File: src/rtl/nx_axbs_pkg.sv
// Shared types and sizing helpers for the iterative digit-serial multiplier.
package nx_axbs_pkg;

  typedef enum logic [1:0] {
    IDLE = 2'd0,
    BUSY = 2'd1,
    DONE = 2'd2
  } state_t;

  // B is widened by one bit so an unsigned operand still has a zero sign digit.
  function automatic int unsigned num_digits(input int unsigned size_b, input int unsigned digit);
    return (size_b + digit) / digit;
  endfunction

  function automatic int unsigned acc_width(input int unsigned size_a, input int unsigned size_b,
                                            input int unsigned digit);
    return size_a + 1 + num_digits(size_b, digit) * digit;
  endfunction

endpackage

File: src/rtl/nx_axbs_digit.sv
// Combinational (SIZE_A+1) x DIGIT partial product; the digit is signed only when it is B's top digit.
module nx_axbs_digit
  import nx_axbs_pkg::*;
#(
  parameter int unsigned SIZE_A = 32,
  parameter int unsigned DIGIT  = 8
) (
  input  logic [SIZE_A:0]       a_x,
  input  logic [DIGIT-1:0]      digit,
  input  logic                  digit_signed,
  output logic [SIZE_A+DIGIT:0] pp
);

  localparam int unsigned PW = SIZE_A + DIGIT + 1;

  logic [PW-1:0] a_ext;
  logic [PW-1:0] d_ext;

  // Both factors are extended to the result width, so the low PW bits of an
  // unsigned multiply are the exact two's-complement product.
  always_comb begin
    a_ext = {{DIGIT{a_x[SIZE_A]}}, a_x};
    d_ext = {{(SIZE_A + 1){digit_signed & digit[DIGIT-1]}}, digit};
    pp    = a_ext * d_ext;
  end

endmodule

File: src/rtl/nx_axbs_iter.sv
// Iterative signed/unsigned multiplier: consumes B MSB-first, DIGIT bits per cycle,
// with ready/valid handshakes on operands and product.
module nx_axbs_iter
  import nx_axbs_pkg::*;
#(
  parameter int unsigned SIZE_A = 32,
  parameter int unsigned SIZE_B = 32,
  parameter int unsigned DIGIT  = 8
) (
  input  logic                     clk,
  input  logic                     rst_n,
  input  logic                     in_valid,
  output logic                     in_ready,
  input  logic [SIZE_A-1:0]        din_a,
  input  logic [SIZE_B-1:0]        din_b,
  input  logic                     sign_a,
  input  logic                     sign_b,
  output logic                     out_valid,
  input  logic                     out_ready,
  output logic [SIZE_A+SIZE_B-1:0] dout
);

  localparam int unsigned NUM_D = num_digits(SIZE_B, DIGIT);
  localparam int unsigned BW    = NUM_D * DIGIT;
  localparam int unsigned AW    = acc_width(SIZE_A, SIZE_B, DIGIT);
  localparam int unsigned PW    = SIZE_A + DIGIT + 1;
  localparam int unsigned OW    = SIZE_A + SIZE_B;
  localparam int unsigned CW    = (NUM_D > 1) ? $clog2(NUM_D) : 1;
  localparam logic [CW-1:0] CntTop = CW'(NUM_D - 1);

  if (SIZE_A < 2) begin : g_bad_size_a
    $fatal(1, "nx_axbs_iter: SIZE_A must be >= 2");
  end
  if (SIZE_B < 2) begin : g_bad_size_b
    $fatal(1, "nx_axbs_iter: SIZE_B must be >= 2");
  end
  if (DIGIT < 2 || DIGIT > SIZE_B + 1) begin : g_bad_digit
    $fatal(1, "nx_axbs_iter: DIGIT must satisfy 2 <= DIGIT <= SIZE_B+1");
  end

  state_t                state_q, state_d;
  logic [SIZE_A:0]       a_q, a_d;
  logic [BW-1:0]         b_q, b_d;
  logic signed [AW-1:0]  acc_q, acc_d;
  logic signed [AW-1:0]  acc_next;
  logic signed [AW-1:0]  pp_ext;
  logic [CW-1:0]         cnt_q, cnt_d;
  logic [OW-1:0]         dout_q, dout_d;
  logic [PW-1:0]         pp;
  logic                  accept;

  // B is shifted left each cycle, so the current digit is always the top slice.
  nx_axbs_digit #(
    .SIZE_A(SIZE_A),
    .DIGIT (DIGIT)
  ) u_digit (
    .a_x         (a_q),
    .digit       (b_q[BW-1 -: DIGIT]),
    .digit_signed(cnt_q == CntTop),
    .pp          (pp)
  );

  always_comb begin
    pp_ext   = AW'($signed(pp));
    acc_next = (acc_q <<< DIGIT) + pp_ext;
  end

  always_comb begin
    in_ready = 1'b0;
    unique case (state_q)
      IDLE:    in_ready = 1'b1;
      DONE:    in_ready = out_ready;
      default: in_ready = 1'b0;
    endcase
    out_valid = (state_q == DONE);
    dout      = dout_q;
    accept    = in_valid & in_ready;
  end

  always_comb begin
    state_d = state_q;
    a_d     = a_q;
    b_d     = b_q;
    acc_d   = acc_q;
    cnt_d   = cnt_q;
    dout_d  = dout_q;

    unique case (state_q)
      IDLE, DONE: begin
        if (accept) begin
          a_d     = {sign_a & din_a[SIZE_A-1], din_a};
          b_d     = {{(BW - SIZE_B){sign_b & din_b[SIZE_B-1]}}, din_b};
          acc_d   = '0;
          cnt_d   = CntTop;
          state_d = BUSY;
        end else if (state_q == DONE && out_ready) begin
          state_d = IDLE;
        end
      end
      BUSY: begin
        acc_d = acc_next;
        b_d   = b_q << DIGIT;
        if (cnt_q == '0) begin
          dout_d  = acc_next[OW-1:0];
          state_d = DONE;
        end else begin
          cnt_d = cnt_q - 1'b1;
        end
      end
      default: state_d = IDLE;
    endcase
  end

  always_ff @(posedge clk or negedge rst_n) begin
    if (!rst_n) begin
      state_q <= IDLE;
      a_q     <= '0;
      b_q     <= '0;
      acc_q   <= '0;
      cnt_q   <= '0;
      dout_q  <= '0;
    end else begin
      state_q <= state_d;
      a_q     <= a_d;
      b_q     <= b_d;
      acc_q   <= acc_d;
      cnt_q   <= cnt_d;
      dout_q  <= dout_d;
    end
  end

endmodule

File: config.mk
export PLATFORM = sky130hd
export DESIGN_NAME = nx_axbs_iter
export DESIGN_NICKNAME = d
export VERILOG_FILES = /design/src/rtl/nx_axbs_pkg.sv /design/src/rtl/nx_axbs_digit.sv /design/src/rtl/nx_axbs_iter.sv
export SDC_FILE = /design/constraint.sdc
export NUM_CORES = 1
export LEC_CHECK = 0
export ABC_AREA = 1
export BUFFER_PORTS_ARGS = -buffer_cell sky130_fd_sc_hd__buf_4
export CELL_PAD_IN_SITES_DETAIL_PLACEMENT = 1
export CELL_PAD_IN_SITES_GLOBAL_PLACEMENT = 2
export CORE_ASPECT_RATIO = 1.5
export CORE_MARGIN = 2
export CORE_UTILIZATION = 37
export DETAILED_ROUTE_END_ITERATION = 10
export PLACE_DENSITY_LB_ADDON = 0.25
export SETUP_SLACK_MARGIN = 0.3
export SLEW_MARGIN = 20
export SYNTH_ARGS = -nofsm -noshare
export SYNTH_HDL_FRONTEND = slang
export SYNTH_SLANG_ARGS = --single-unit
File: constraint.sdc
create_clock -name clk -period 7.61 [get_ports clk]
set_clock_uncertainty 0.2 [all_clocks]
set_input_delay 0.761 -clock clk [delete_from_list [all_inputs] [get_ports clk]]
set_output_delay 0.761 -clock clk [all_outputs]
set_load 0.02 [all_outputs]
* Yosys cells after proc, flatten, opt, wreduce, memory -nomap -nowiden
Cells that the tools add are included.
** Storage, ports and cells
- Register bits :: 198
- Input port bits :: 70
- Output and inout bits :: 66
- Logic and storage cells :: 42
** Cells by class
- Add/sub/neg operators :: 2
- Multipliers :: 1
- Eq/ne operators :: 7
- Multiplexer cells :: 12
- Bitwise logic cells :: 4
- Reduce and logical (&&, ||, !) cells :: 10
** Operator list (number)
- $pmux W56 S2 :: 1
- $pmux W40 S2 :: 1
- $add A64 B41 Y64 :: 1
- $mux W56 :: 1
- $mul A33 B9 Y41 :: 1
- $mux W40 :: 1
- $reduce_and A2 Y1 :: 4
- $mux W2 :: 3
- $mux W3 :: 2
- $ne A2 B2 Y1 const B :: 3
- $pmux W3 S2 :: 1
- $and A1 B1 Y1 :: 4
- $pmux W2 S2 :: 1
- $eq A3 B3 Y1 const B :: 1
- $logic_not A3 Y1 :: 1
- $ne A3 B3 Y1 const B :: 1
- $reduce_and A3 Y1 :: 1
- $sub A3 B1 Y3 const B :: 1
- $eq A2 B1 Y1 const B :: 1
- $eq A2 B2 Y1 const B :: 1
- $logic_not A2 Y1 :: 1
- $pmux W1 S2 :: 1
- $reduce_bool A2 Y1 :: 1
- $reduce_or A2 Y1 :: 1
- $logic_and A1 B1 Y1 :: 1

* Longest topological paths before layout
Gate-level depths: netlist of run 1.
- Depth after elaboration :: 5
- Depth in mapped cells :: 42

* By module
From an unflattened synthesis of run 1, not the netlist that was laid out.
** Second synthesis, totals
- Cell total of the unflattened synthesis :: 3417
- Area, all modules :: 23441.2 um^2
** Modules (own cells, without submodules)
- nx_axbs_iter :: times used 1, cells each 1912, area an instance 12851.1 um^2, seq. area each 4954.8 um^2
- nx_axbs_digit :: times used 1, cells each 1505, area an instance 10590.2 um^2, seq. area each 0.0 um^2

* Worst setup path before layout of run 1
No wires, ideal clock.
- Path kind :: reg-to-reg
- Start :: register cnt_q[0]
- End :: register acc_q[55]
- Setup time :: 126 ps
- Arrival time :: 6534 ps
- Data required time :: 7284 ps
- Slack :: 750 ps
- Stages on the path, launching flop included :: 32
- Buffers on the path :: 1
- Clock period less this slack :: 6860 ps
- Path through :: dfrtp_1 inv_1 ha_1 nand3_2 clkbuf_1 or2_2 fa_1 inv_1 fa_1 inv_1 fa_1 fa_1 inv_1 ha_1 ha_1 a21o_1 a21boi_0 nand2_1 nor2_1 nand3_1 nand2_1 nand2_1 ha_1 a21oi_1 a21boi_0 nor2_1 nor2_1 nand2_1 nand3b_1 or2_1 nand3_1 o21ai_1
** On the way
- Longest elaborated chain between the ends :: 5
** Ends and longest elaborated chain
- from (decl) :: line nx_axbs_iter.sv:47 : logic [CW-1:0] cnt_q, cnt_d;
- from (signal assigned) :: line nx_axbs_iter.sv:127 : cnt_q <= cnt_d;
- $eq A3 B3 Y1 :: line nx_axbs_iter.sv:59 : .digit_signed(cnt_q == CntTop),
- $and A1 B1 Y1 :: line nx_axbs_digit.sv:23 : d_ext = {{(SIZE_A + 1){digit_signed & digit[DIGIT-1]}}, digit};
- $mul A33 B9 Y41 :: line nx_axbs_digit.sv:24 : pp = a_ext * d_ext;
- $add A64 B41 Y64 :: line nx_axbs_iter.sv:65 : acc_next = (acc_q <<< DIGIT) + pp_ext;
- $pmux W56 S2 :: line nx_axbs_iter.sv:88 : unique case (state_q)
- to (signal assigned) :: line nx_axbs_iter.sv:119 : acc_q <= '0;
- to (signal assigned) :: line nx_axbs_iter.sv:126 : acc_q <= acc_d;
- to (decl) :: line nx_axbs_iter.sv:44 : logic signed [AW-1:0] acc_q, acc_d;
Every way passes these cells.
A chain may end at the register's enable or synchronous reset.

* Final worst setup path of run 1
Ends and elaborated chain as after synthesis.

==> PnR_summary.wiki, run 1 <==
{| class="wikitable"
! Metric !! Value
|-
| Synthesized-area fraction occupied by adder cells || a little under 30%
|-
| Number of enable flip-flop cells after synthesis || 0
|-
| Row cnt || 110
|-
| Pin count of the biggest net entering global routing || between 90 and 100
|-
| Primary FF master, synth || sky130_fd_sc_hd__dfrtp_1
|-
| Fmax || between 100 and 150 MHz
|-
| Reg-to-Reg Start || cnt_q[0]
|-
| Slowest stage delay, CP || around 0.58 ns
|-
| Synth Register Bits || approximately 200
|-
| Share of the clock period used by the worst path || a little over nine tenths
|-
| Number of pins with negative max-slew slack in the final report || 0
|-
| Worst EP arrival || between 7 and 8 ns
|-
| Syn. warnings || 0
|-
| Syn-to-layout area delta || 36.8%
|-
| Number of top-level pins || about 140
|-
| Leading area contributor after synthesis || sky130_fd_sc_hd__dfrtp_1
|-
| Via count of the first global-routing pass || around 25000
|-
| Average footprint of a synthesized cell || around 7.3 um2
|-
| Drt first pass iters || 5
|-
| Routed Antenna Nets || 0
|-
| Count of unresolved DRC violations after routing || 0
|-
| TritonCTS clock tree || done
|-
| Max Cap Violations || 0
|-
| Proportion of register bits with asynchronous set or reset after synthesis || 100%
|-
| Top area cells in the synthesized netlist || sky130_fd_sc_hd__dfrtp_1 (22%), sky130_fd_sc_hd__fa_1 (21%), sky130_fd_sc_hd__nand2_1 (15%)
|-
| Routed vias/inst || 5.12
|-
| Number of antenna repair diodes || 0
|-
| Std-Cell Core Area || 0.0599 mm2
|-
| Die span in x || approximately 200 um
|-
| Clock network latency to the later pin of the worst-skew pair || 0.52 ns
|-
| Worst setup slack for register-to-register paths || 0.33 ns
|-
| Total count of hold-check failures in the final report || 0
|-
| Most common library cells after synthesis || sky130_fd_sc_hd__nand2_1 (894), sky130_fd_sc_hd__inv_1 (632), sky130_fd_sc_hd__fa_1 (236), sky130_fd_sc_hd__nor2_1 (203), sky130_fd_sc_hd__dfrtp_1 (198)
|-
| DIE HEIGHT || 305 um
|-
| Synth Area in Compound Gates || under 10%
|-
| Combined area of all synthesized cells || approximately 0.022 mm2
|-
| Number of levels in the clock H-tree || 4
|-
| 1st-iter DRT viols || between 700 and 800
|-
| Total Routed Length || around 92 mm
|-
| Slew HR || 30.2%
|-
| Total overflow reported by the global router || 0
|-
| Final setup viols || 0
|-
| Quantity of I/O buffers inserted on ports || between 100 and 150
|-
| Critical R2R Capture || acc_q[55]
|-
| Number of buffers between clock root and the deepest sink || 2
|-
| Post-Synth XOR/XNOR Area || under 10%
|-
| Count leader, synth || sky130_fd_sc_hd__nand2_1
|-
| Largest fanout on the critical path || 8
|-
| Startpoint type of the worst setup path || flop
|-
| Clock sink count || between 150 and 200
|-
| Pre-CTS setup slack || -0.363 ns
|-
| Clock period minus final worst setup slack || between 7 and 8 ns
|-
| Portion of synthesized cell area occupied by the leading cell type || 22.2%
|-
| DR WL/cell || about 21 um
|-
| Post-synthesis net count || roughly 3500
|-
| Number of antenna violations at the first check in global routing || 0
|-
| Share of synthesized area spent on multiplexers || 0%
|-
| Overall track demand over capacity in global routing || approximately 30%
|-
| Worst Reg2Reg Path Length in Cells || 35
|-
| Worst Setup SP || cnt_q[0]
|-
| Initial standard-cell utilization of the core || a little under two fifths
|-
| Fill cell instance count of the final layout || 7297
|-
| Sequential share of the synthesized area || between 20% and 30%
|-
| Final HPWL DP || around 73 mm
|-
| Required time of the critical path || a little under 8 ns
|-
| GPL Wtd Cong || 0.977
|-
| Inserted Clock Buffers || 17
|-
| Global-route wire length before repair || 140 mm
|-
| Ratio of cells with drive above 1 in the final layout || slightly above 30%
|-
| Cell variety after synth || ~50
|-
| Number of nets in the final layout || between 3000 and 4000
|-
| Dominant combinational cell family by area after synthesis || adder cells
|-
| PnR worst setup slack || approximately 0.33 ns
|-
| CTS Root Buffer Type || sky130_fd_sc_hd__clkbuf_16
|-
| Total vias in the final route || 22000
|-
| Slowest library cell on the worst path || sky130_fd_sc_hd__fa_1
|-
| Gate count of the mapped netlist || 3063
|-
| Unrepaired setup endpoints after global routing || yes
|-
| Worst Hold Class || input port to async pin
|-
| Result of the run || completed
|-
| Post-synthesis share of cell area spent on and, or, nand and nor gates || 24.9%
|-
| Worst setup path endpoint || acc_q[55]
|-
| CP Class || flop to flop
|-
| Worst slew pin tran || about 1.0 ns
|-
| Critical Path Sink Type || flop
|-
| Die outline area || 0.0624 mm2
|-
| Reg clk slew, reported paths || 0.09 ns
|}
## per-stage QoR
step | hold slack (ns) | util, % | cells | instance area, um2 | TNS [ns]
global placement | 0.267 | 44.5 | 4209 | 26600 | -4.68
finish | 0.0123 | 51.1 | 4302 | 30600 | 0
global route | 0.0915 | 51.1 | 4302 | 30600 | 0
CTS | 0.102 | 47.3 | 4262 | 28300 | 0
detailed placement | 0.269 | 44.5 | 4209 | 26600 | -7.07
floorplan | 0.255 | - | 3063 | 22300 | 0
## critical path, delay by kind of cell (launching register included)
kind / cells / cell delay (ns)
buf+inv: 9 / 0.94
fa+ha+maj: 8 / 3.08
simple gates: 15 / 2.06
compound gates: 3 / 0.43
flops: 1 / 0.40
## cells by family (layout without fill, tap and decap cells)
kind of cell             after synthesis  after routing
flip-flops                           198            198
XOR/XNOR                              50             50
AO/OA/AOI/OAI                        336            336
adder cells (fa/ha/maj)              378            378
AND/OR/NAND/NOR                     1350           1350
buffers and inverters                751           1206
## metal layers
layer	share of wire [%]	vias up	GRT usage, %
met5	0	-	0
met4	5.9	0	15.9
met2	56	383	57.0
li1	-	10200	-
met3	2.0	192	2.80
met1	36	11300	30.9
## cells in the final DEF, fill, tap and decap left out, types with 49 or more instances in the layout
master,count
sky130_fd_sc_hd__nand2_2,80
sky130_fd_sc_hd__buf_4,504
sky130_fd_sc_hd__nor2_1,99
sky130_fd_sc_hd__a21oi_1,49
sky130_fd_sc_hd__o21ai_0,71
sky130_fd_sc_hd__nor2_2,72
sky130_fd_sc_hd__nor2_4,49
sky130_fd_sc_hd__ha_1,68
sky130_fd_sc_hd__nand2_1,809
sky130_fd_sc_hd__nand3_1,95
sky130_fd_sc_hd__fa_1,235
sky130_fd_sc_hd__inv_1,594
sky130_fd_sc_hd__dfrtp_1,197
sky130_fd_sc_hd__ha_4,70
## state kept, by name, indices dropped and copies added, names as in the netlist
signal,count
a_q,33
acc_q,56
b_q,40
cnt_q,3
dout,64
state_q,2
## worst min-delay path by stage
stage	startpoint	endpoint	slack, ns
finish	rst_n	a_q[5]	0.01
global route	rst_n	a_q[5]	0.09
CTS	rst_n	a_q[5]	0.10
detailed placement	dout[28]	dout[28]	0.27
global placement	dout[41]	dout[41]	0.27
floorplan	acc_q[39]	acc_q[39]	0.26
## layout make-up
type,instances,area [um2],share of cell area (%)
clock buffer,19,443,1.45
clock inverter,13,170,0.557
timing repair buffer,535,4340,14.2
inverter,639,2400,7.86
sequential,198,4960,16.2
tap,784,981,3.21
multi-input combinational,2114,17300,56.5
## timing repair
action	in CTS	in global routing
pin swaps	38	138
hold buffers	0	0
endpoints found under the setup margin	78	86
endpoints found under the hold margin	0	0
gates cloned	1	2
setup buffers	20	38
resized for setup	218	411
Power of run 1 is not shown: default switching activity piles up to over one toggle a cycle in this logic, so the estimate is an artifact.
==> run 2: changes to the inputs <==
--- a/config.mk
+++ b/config.mk
@@ -14,6 +14,7 @@
 export CORE_UTILIZATION = 37
 export DETAILED_ROUTE_END_ITERATION = 10
 export PLACE_DENSITY_LB_ADDON = 0.25
+export RECOVER_POWER = 25
 export SETUP_SLACK_MARGIN = 0.3
 export SLEW_MARGIN = 20
 export SYNTH_ARGS = -nofsm -noshare
==> run 2 against run 1 <==
  * The flow now finishes with violations (max-capacitance violations, max-slew violations)
  * First-iteration DRC count is 0.26% lower
  * Wire length is essentially flat
  * Register-to-register slack hardly changed
  * Fmax stayed put
  * Cell count stayed put
  * Flip-flop and latch count unchanged
  * Die area is the same
  * Global-route usage unchanged
  * Non-clock buffer count unchanged
  * Utilization about the same
  * Cell area barely moved
==> PnR_summary.wiki, run 2 (synthesis gave the netlist of run 1 again) <==
{| class="wikitable"
! Metric !! Value
|-
| Largest fanout on the critical path || 8
|-
| Number of flip-flops under the largest register name || between 60 and 70
|-
| Uppermost metal layer occupied by signal nets || met4
|-
| Startpoint type of the worst setup path || flop
|-
| Routed length on met3 || around 1.8 mm
|-
| Total count of hold-check failures in the final report || 0
|-
| CTS Root Buffer Type || sky130_fd_sc_hd__clkbuf_16
|-
| Number of antenna violations at the first check in global routing || 0
|-
| Fmax || ~140 MHz
|-
| Critical Path Sink Type || flop
|-
| Routed Antenna Nets || 0
|-
| TritonCTS clock tree || done
|-
| Overall track demand over capacity in global routing || approximately 30%
|-
| Count of hold-fix buffers inserted at cts || 0
|-
| Slowest library cell on the worst path || sky130_fd_sc_hd__fa_1
|-
| Unrepaired setup endpoints after global routing || yes
|-
| Routed vias/inst || approximately 5.1
|-
| Leading cell type in the layout, fill and taps excluded || sky130_fd_sc_hd__nand2_1
|-
| Inserted Clock Buffers || 17
|-
| DIE HEIGHT || ~300 um
|-
| DR WL/cell || around 21 um
|-
| Top library cells by usage in the layout, fill and taps aside || sky130_fd_sc_hd__nand2_1 (809), sky130_fd_sc_hd__inv_1 (594), sky130_fd_sc_hd__buf_4 (503)
|-
| Row cnt || 110
|-
| Max Cap Violations || 1
|-
| Total vias in the final route || 22000
|-
| Die span in x || 205 um
|-
| Reg clk slew, reported paths || about 0.09 ns
|-
| 1st-iter DRT viols || ~770
|-
| Via count of the first global-routing pass || between 20000 and 25000
|-
| Die outline area || slightly above 0.06 mm2
|-
| Number of buffers between clock root and the deepest sink || 2
|-
| GPL Wtd Cong || 0.977
|-
| Required time of the critical path || 7.80 ns
|-
| Number of top-level pins || ~140
|-
| CP Class || flop to flop
|-
| Share of the clock period used by the worst path || a little over nine tenths
|-
| Met2 WL || between 50 and 60 mm
|-
| Fill cell instance count of the final layout || approximately 7300
|-
| Worst Hold Class || input port to flop
|-
| Std-Cell Core Area || ~0.060 mm2
|-
| Total overflow reported by the global router || 0
|-
| Number of nets in the final layout || 3953
|-
| Worst EP arrival || ~7.5 ns
|-
| Syn-to-layout area delta || 36.8%
|-
| Count of unresolved DRC violations after routing || 0
|-
| Number of pins with negative max-slew slack in the final report || 97
|-
| Clock network latency to the later pin of the worst-skew pair || around 0.52 ns
|-
| Clock sink count || 198
|-
| Result of the run || finished, violations left
|-
| Final setup viols || 0
|-
| Slowest stage delay, CP || about 0.58 ns
|-
| Total Routed Length || about 92 mm
|-
| Layout Utilization || around half
|-
| Drt first pass iters || 5
|-
| Pin count of the biggest net entering global routing || between 90 and 100
|-
| Number of antenna repair diodes || 0
|-
| Final HPWL DP || 72.9 mm
|-
| Violated checks || max-capacitance violations, max-slew violations
|-
| Slew HR || -291%
|-
| Quantity of I/O buffers inserted on ports || 135
|-
| Ratio of cells with drive above 1 in the final layout || between 30% and 40%
|-
| Number of levels in the clock H-tree || 4
|-
| Global-route wire length before repair || 140 mm
|-
| Wire length the detailed router placed on met1 || 33.2 mm
|-
| Clock period minus final worst setup slack || approximately 7.3 ns
|-
| Initial standard-cell utilization of the core || 37.3%
|-
| Worst slew pin tran || 5.86 ns
|}
## run 2: final timing paths
kind                       startpoint         end  slack, ns  cells past startpoint
setup / recovery             cnt_q[0]   acc_q[55]       0.33                     35
hold / removal              out_ready  state_q[1]       0.21                      2
setup reg to reg             cnt_q[0]   acc_q[55]       0.33                     35
hold reg to reg              dout[28]    dout[28]       0.29                      2
max in group asynchronous       rst_n     b_q[32]       1.38                      1
min in group asynchronous       rst_n      a_q[5]       2.12                      1
## run 2: metal layers
layer,global-route usage (%),up-vias
met4,15.9,0
met1,30.9,11300
met3,2.80,192
met2,57.0,383
li1,-,10200
met5,0,-
## run 2: cell type report
class,instances,area [um2],share of cell area (%)
flip-flops and latches,198,4960,16.2
clock inverters,13,170,0.557
inverters,639,2400,7.86
well taps,784,981,3.21
clock buffers,19,443,1.45
repair buffers,535,4320,14.1
multi-input cells,2114,17300,56.6
## run 2: what timing repair did
| item | in CTS | in global routing |
|---|---|---|
| buffers inserted | 20 | 38 |
| pin swaps | 38 | 138 |
| resized for setup | 218 | 411 |
| gates cloned | 1 | 2 |
| setup endpoints to repair | 78 | 86 |
## run 2: worst max-delay path: cells and delay by family, from the launching register on
| kind | cells | cell delay (ns) |
|---|---|---|
| flip-flops | 1 | 0.40 |
| adder cells (fa/ha/maj) | 8 | 3.08 |
| AND/OR/NAND/NOR | 15 | 2.06 |
| AO/OA/AOI/OAI | 3 | 0.43 |
| buffers and inverters | 9 | 0.94 |
## run 2: through the flow
| step | setup WS, ns | hold WS, ns | TNS (ns) | instance area [um2] | std cells |
|---|---|---|---|---|---|
| global route | 0.0263 | 0.206 | 0 | 30600 | 4302 |
| CTS | 0.259 | 0.102 | 0 | 28300 | 4262 |
| global placement | -0.322 | 0.267 | -4.68 | 26600 | 4209 |
| finish | 0.335 | 0.212 | 0 | 30600 | 4302 |
| floorplan | 0.750 | 0.255 | 0 | 22300 | 3063 |
| detailed placement | -0.363 | 0.269 | -7.07 | 26600 | 4209 |
Power of run 2 is left out for the same reason.
==> run 3: changes to the inputs <==
--- a/config.mk
+++ b/config.mk
@@ -12,6 +12,7 @@
 export CORE_ASPECT_RATIO = 1.5
 export CORE_MARGIN = 2
 export CORE_UTILIZATION = 37
+export CTS_BUF_LIST = sky130_fd_sc_hd__clkbuf_4 sky130_fd_sc_hd__clkbuf_8
 export DETAILED_ROUTE_END_ITERATION = 10
 export PLACE_DENSITY_LB_ADDON = 0.25
 export RECOVER_POWER = 25
==> run 3 against run 2 <==
  * The flow still finishes with violations (max-capacitance violations, max-slew violations)
  * Flip-flop and latch count unchanged
  * Global-route usage decreased by 0.13 points
  * Fmax rose by 0.44%
  * Cell area down 1.8%
  * Critical path type unchanged
  * Critical endpoint unchanged
  * Highest routed layer unchanged
==> PnR_summary.wiki, run 3 (synthesis gave the netlist of run 1 again) <==
{| class="wikitable"
! Metric !! Value
|-
| GPL Wtd Cong || just under 1
|-
| Total count of hold-check failures in the final report || 0
|-
| Die outline area || slightly above 0.06 mm2
|-
| Worst Hold Slack || roughly 0.12 ns
|-
| Inserted Clock Buffers || 17
|-
| Slowest stage delay, CP || 0.57 ns
|-
| Max Cap Violations || 2
|-
| Area after detailed placement || 0.0266 mm2
|-
| Routed vias/inst || about 5.1
|-
| Slew HR || -234%
|-
| Final HPWL DP || approximately 73 mm
|-
| Ratio of cells with drive above 1 in the final layout || 29.2%
|-
| Pin count of the biggest net entering global routing || 97
|-
| CTS Root Buffer Type || sky130_fd_sc_hd__clkbuf_8
|-
| Leading cell type in the layout, fill and taps excluded || sky130_fd_sc_hd__nand2_1
|-
| Number of flip-flops under the largest register name || 64
|-
| Number of buffers between clock root and the deepest sink || 2
|-
| Clock sink count || a little under 200
|-
| Largest fanout on the critical path || 8
|-
| Crit path max-delay family || adder cells
|-
| Result of the run || finished, violations left
|-
| Worst path buffer plus inverter count || 10
|-
| Final setup viols || 0
|-
| Number of levels in the clock H-tree || 4
|-
| Total vias in the final route || between 20000 and 25000
|-
| Critical Path Sink Type || flop
|-
| Overall track demand over capacity in global routing || a little under 30%
|-
| Number of pins with negative max-slew slack in the final report || roughly 150
|-
| Count of unresolved DRC violations after routing || 0
|-
| DIE HEIGHT || slightly above 300 um
|-
| Clock network latency to the later pin of the worst-skew pair || roughly 0.60 ns
|-
| Share of the clock period used by the worst path || a little over nine tenths
|-
| DR WL/cell || 21.1 um
|-
| Number of top-level pins || 136
|-
| Number of nets in the final layout || 3942
|-
| Fill cell instance count of the final layout || between 7000 and 8000
|-
| Row cnt || 110
|-
| Worst Hold Class || input port to flop
|-
| Syn-to-layout area delta || 34.3%
|-
| Quantity of I/O buffers inserted on ports || roughly 140
|-
| Clock period minus final worst setup slack || roughly 7.2 ns
|-
| Reg clk slew, reported paths || ~0.13 ns
|-
| Global-route wire length before repair || 139 mm
|-
| Worst EP arrival || between 7 and 8 ns
|-
| Design area || 0.0300 mm2
|-
| PnR worst setup slack || 0.367 ns
|-
| Pre-CTS setup slack || -0.363 ns
|-
| Initial standard-cell utilization of the core || 37.3%
|-
| Fmax || about 140 MHz
|-
| Unrepaired setup endpoints after global routing || yes
|-
| Die span in x || between 200 and 250 um
|-
| CP Class || flop to flop
|-
| Number of antenna violations at the first check in global routing || 1
|-
| TritonCTS clock tree || done
|-
| Via count of the first global-routing pass || between 20000 and 25000
|-
| Violated checks || max-capacitance violations, max-slew violations
|-
| Routed Antenna Nets || 0
|-
| Total Routed Length || between 90 and 100 mm
|-
| 1st-iter DRT viols || 760
|-
| Top library cells by usage in the layout, fill and taps aside || sky130_fd_sc_hd__nand2_1 (821), sky130_fd_sc_hd__inv_1 (596), sky130_fd_sc_hd__buf_4 (477)
|-
| Required time of the critical path || about 8 ns
|-
| Total overflow reported by the global router || 0
|-
| Slowest library cell on the worst path || sky130_fd_sc_hd__fa_1
|-
| Std-Cell Core Area || approximately 0.060 mm2
|-
| Drt first pass iters || 5
|-
| Worst slew pin tran || roughly 5.0 ns
|-
| Startpoint type of the worst setup path || flop
|}
-- run 3: changes by cell type in the layout (fill, tap and decap cells not counted), sizes merged --
cell,before,now
buf,531,502
dlygate4sd3,0,1
clkdlybuf4s25,0,1
diode,0,1
clkbuf,23,39
-- run 3: path summary, 6_finish.rpt --
path                                 from  depth (start not counted)         end  slack [ns]
worst max register to register   cnt_q[1]                         36   acc_q[55]        0.37
worst min register to register   dout[28]                          2    dout[28]        0.30
worst min-delay path            out_ready                          2  state_q[1]        0.12
max in group asynchronous           rst_n                          2     a_q[18]        1.44
min in group asynchronous           rst_n                          2      a_q[8]        2.48
worst max-delay path             cnt_q[1]                         36   acc_q[55]        0.37
-- run 3: worst register-to-register path, delay by kind of cell, from the launching register on --
kind | cells | cell delay, ns
fa+ha+maj | 8 | 3.09
simple gates | 14 | 1.74
buf+inv | 10 | 1.15
compound gates | 4 | 0.54
flops | 1 | 0.39
-- run 3: what timing repair did --
item,CTS,global route
setup endpoints to repair,78,88
pin swaps,40,132
cloned,1,2
setup buffers,19,27
hold endpoints to repair,10,0
hold buffers,1,0
gates resized for setup,231,345
-- run 3: routing by layer --
| metal | GRT usage (%) | routed length [um] | up-vias | share of wire [%] |
|---|---|---|---|---|
| met4 | 16.5 | 5710 | 0 | 6.3 |
| met1 | 30.8 | 32700 | 11100 | 36 |
| met5 | 0 | 0 | - | 0 |
| li1 | - | - | 10200 | - |
| met2 | 56.4 | 50100 | 411 | 55 |
| met3 | 2.86 | 2050 | 213 | 2.3 |
-- run 3: area by class of cell --
class / instances / area, um2 / area share (%)
antenna: 1 / 2.50 / 0.00834
clock buffer: 19 / 255 / 0.851
clock inverter: 13 / 170 / 0.567
inverter: 639 / 2400 / 7.99
multi-input combinational: 2114 / 17100 / 56.9
sequential: 198 / 4960 / 16.5
tap: 784 / 981 / 3.27
timing repair buffer: 524 / 4160 / 13.9
-- run 3: metrics by stage --
stage	instances	setup TNS [ns]	utilization, %
floorplan	3063	0	-
global placement	4209	-4.68	44.5
detailed placement	4209	-7.07	44.5
CTS	4262	0	47.2
global route	4292	0	50.1
finish	4292	0	50.1
Power of run 3 is left out for the same reason.
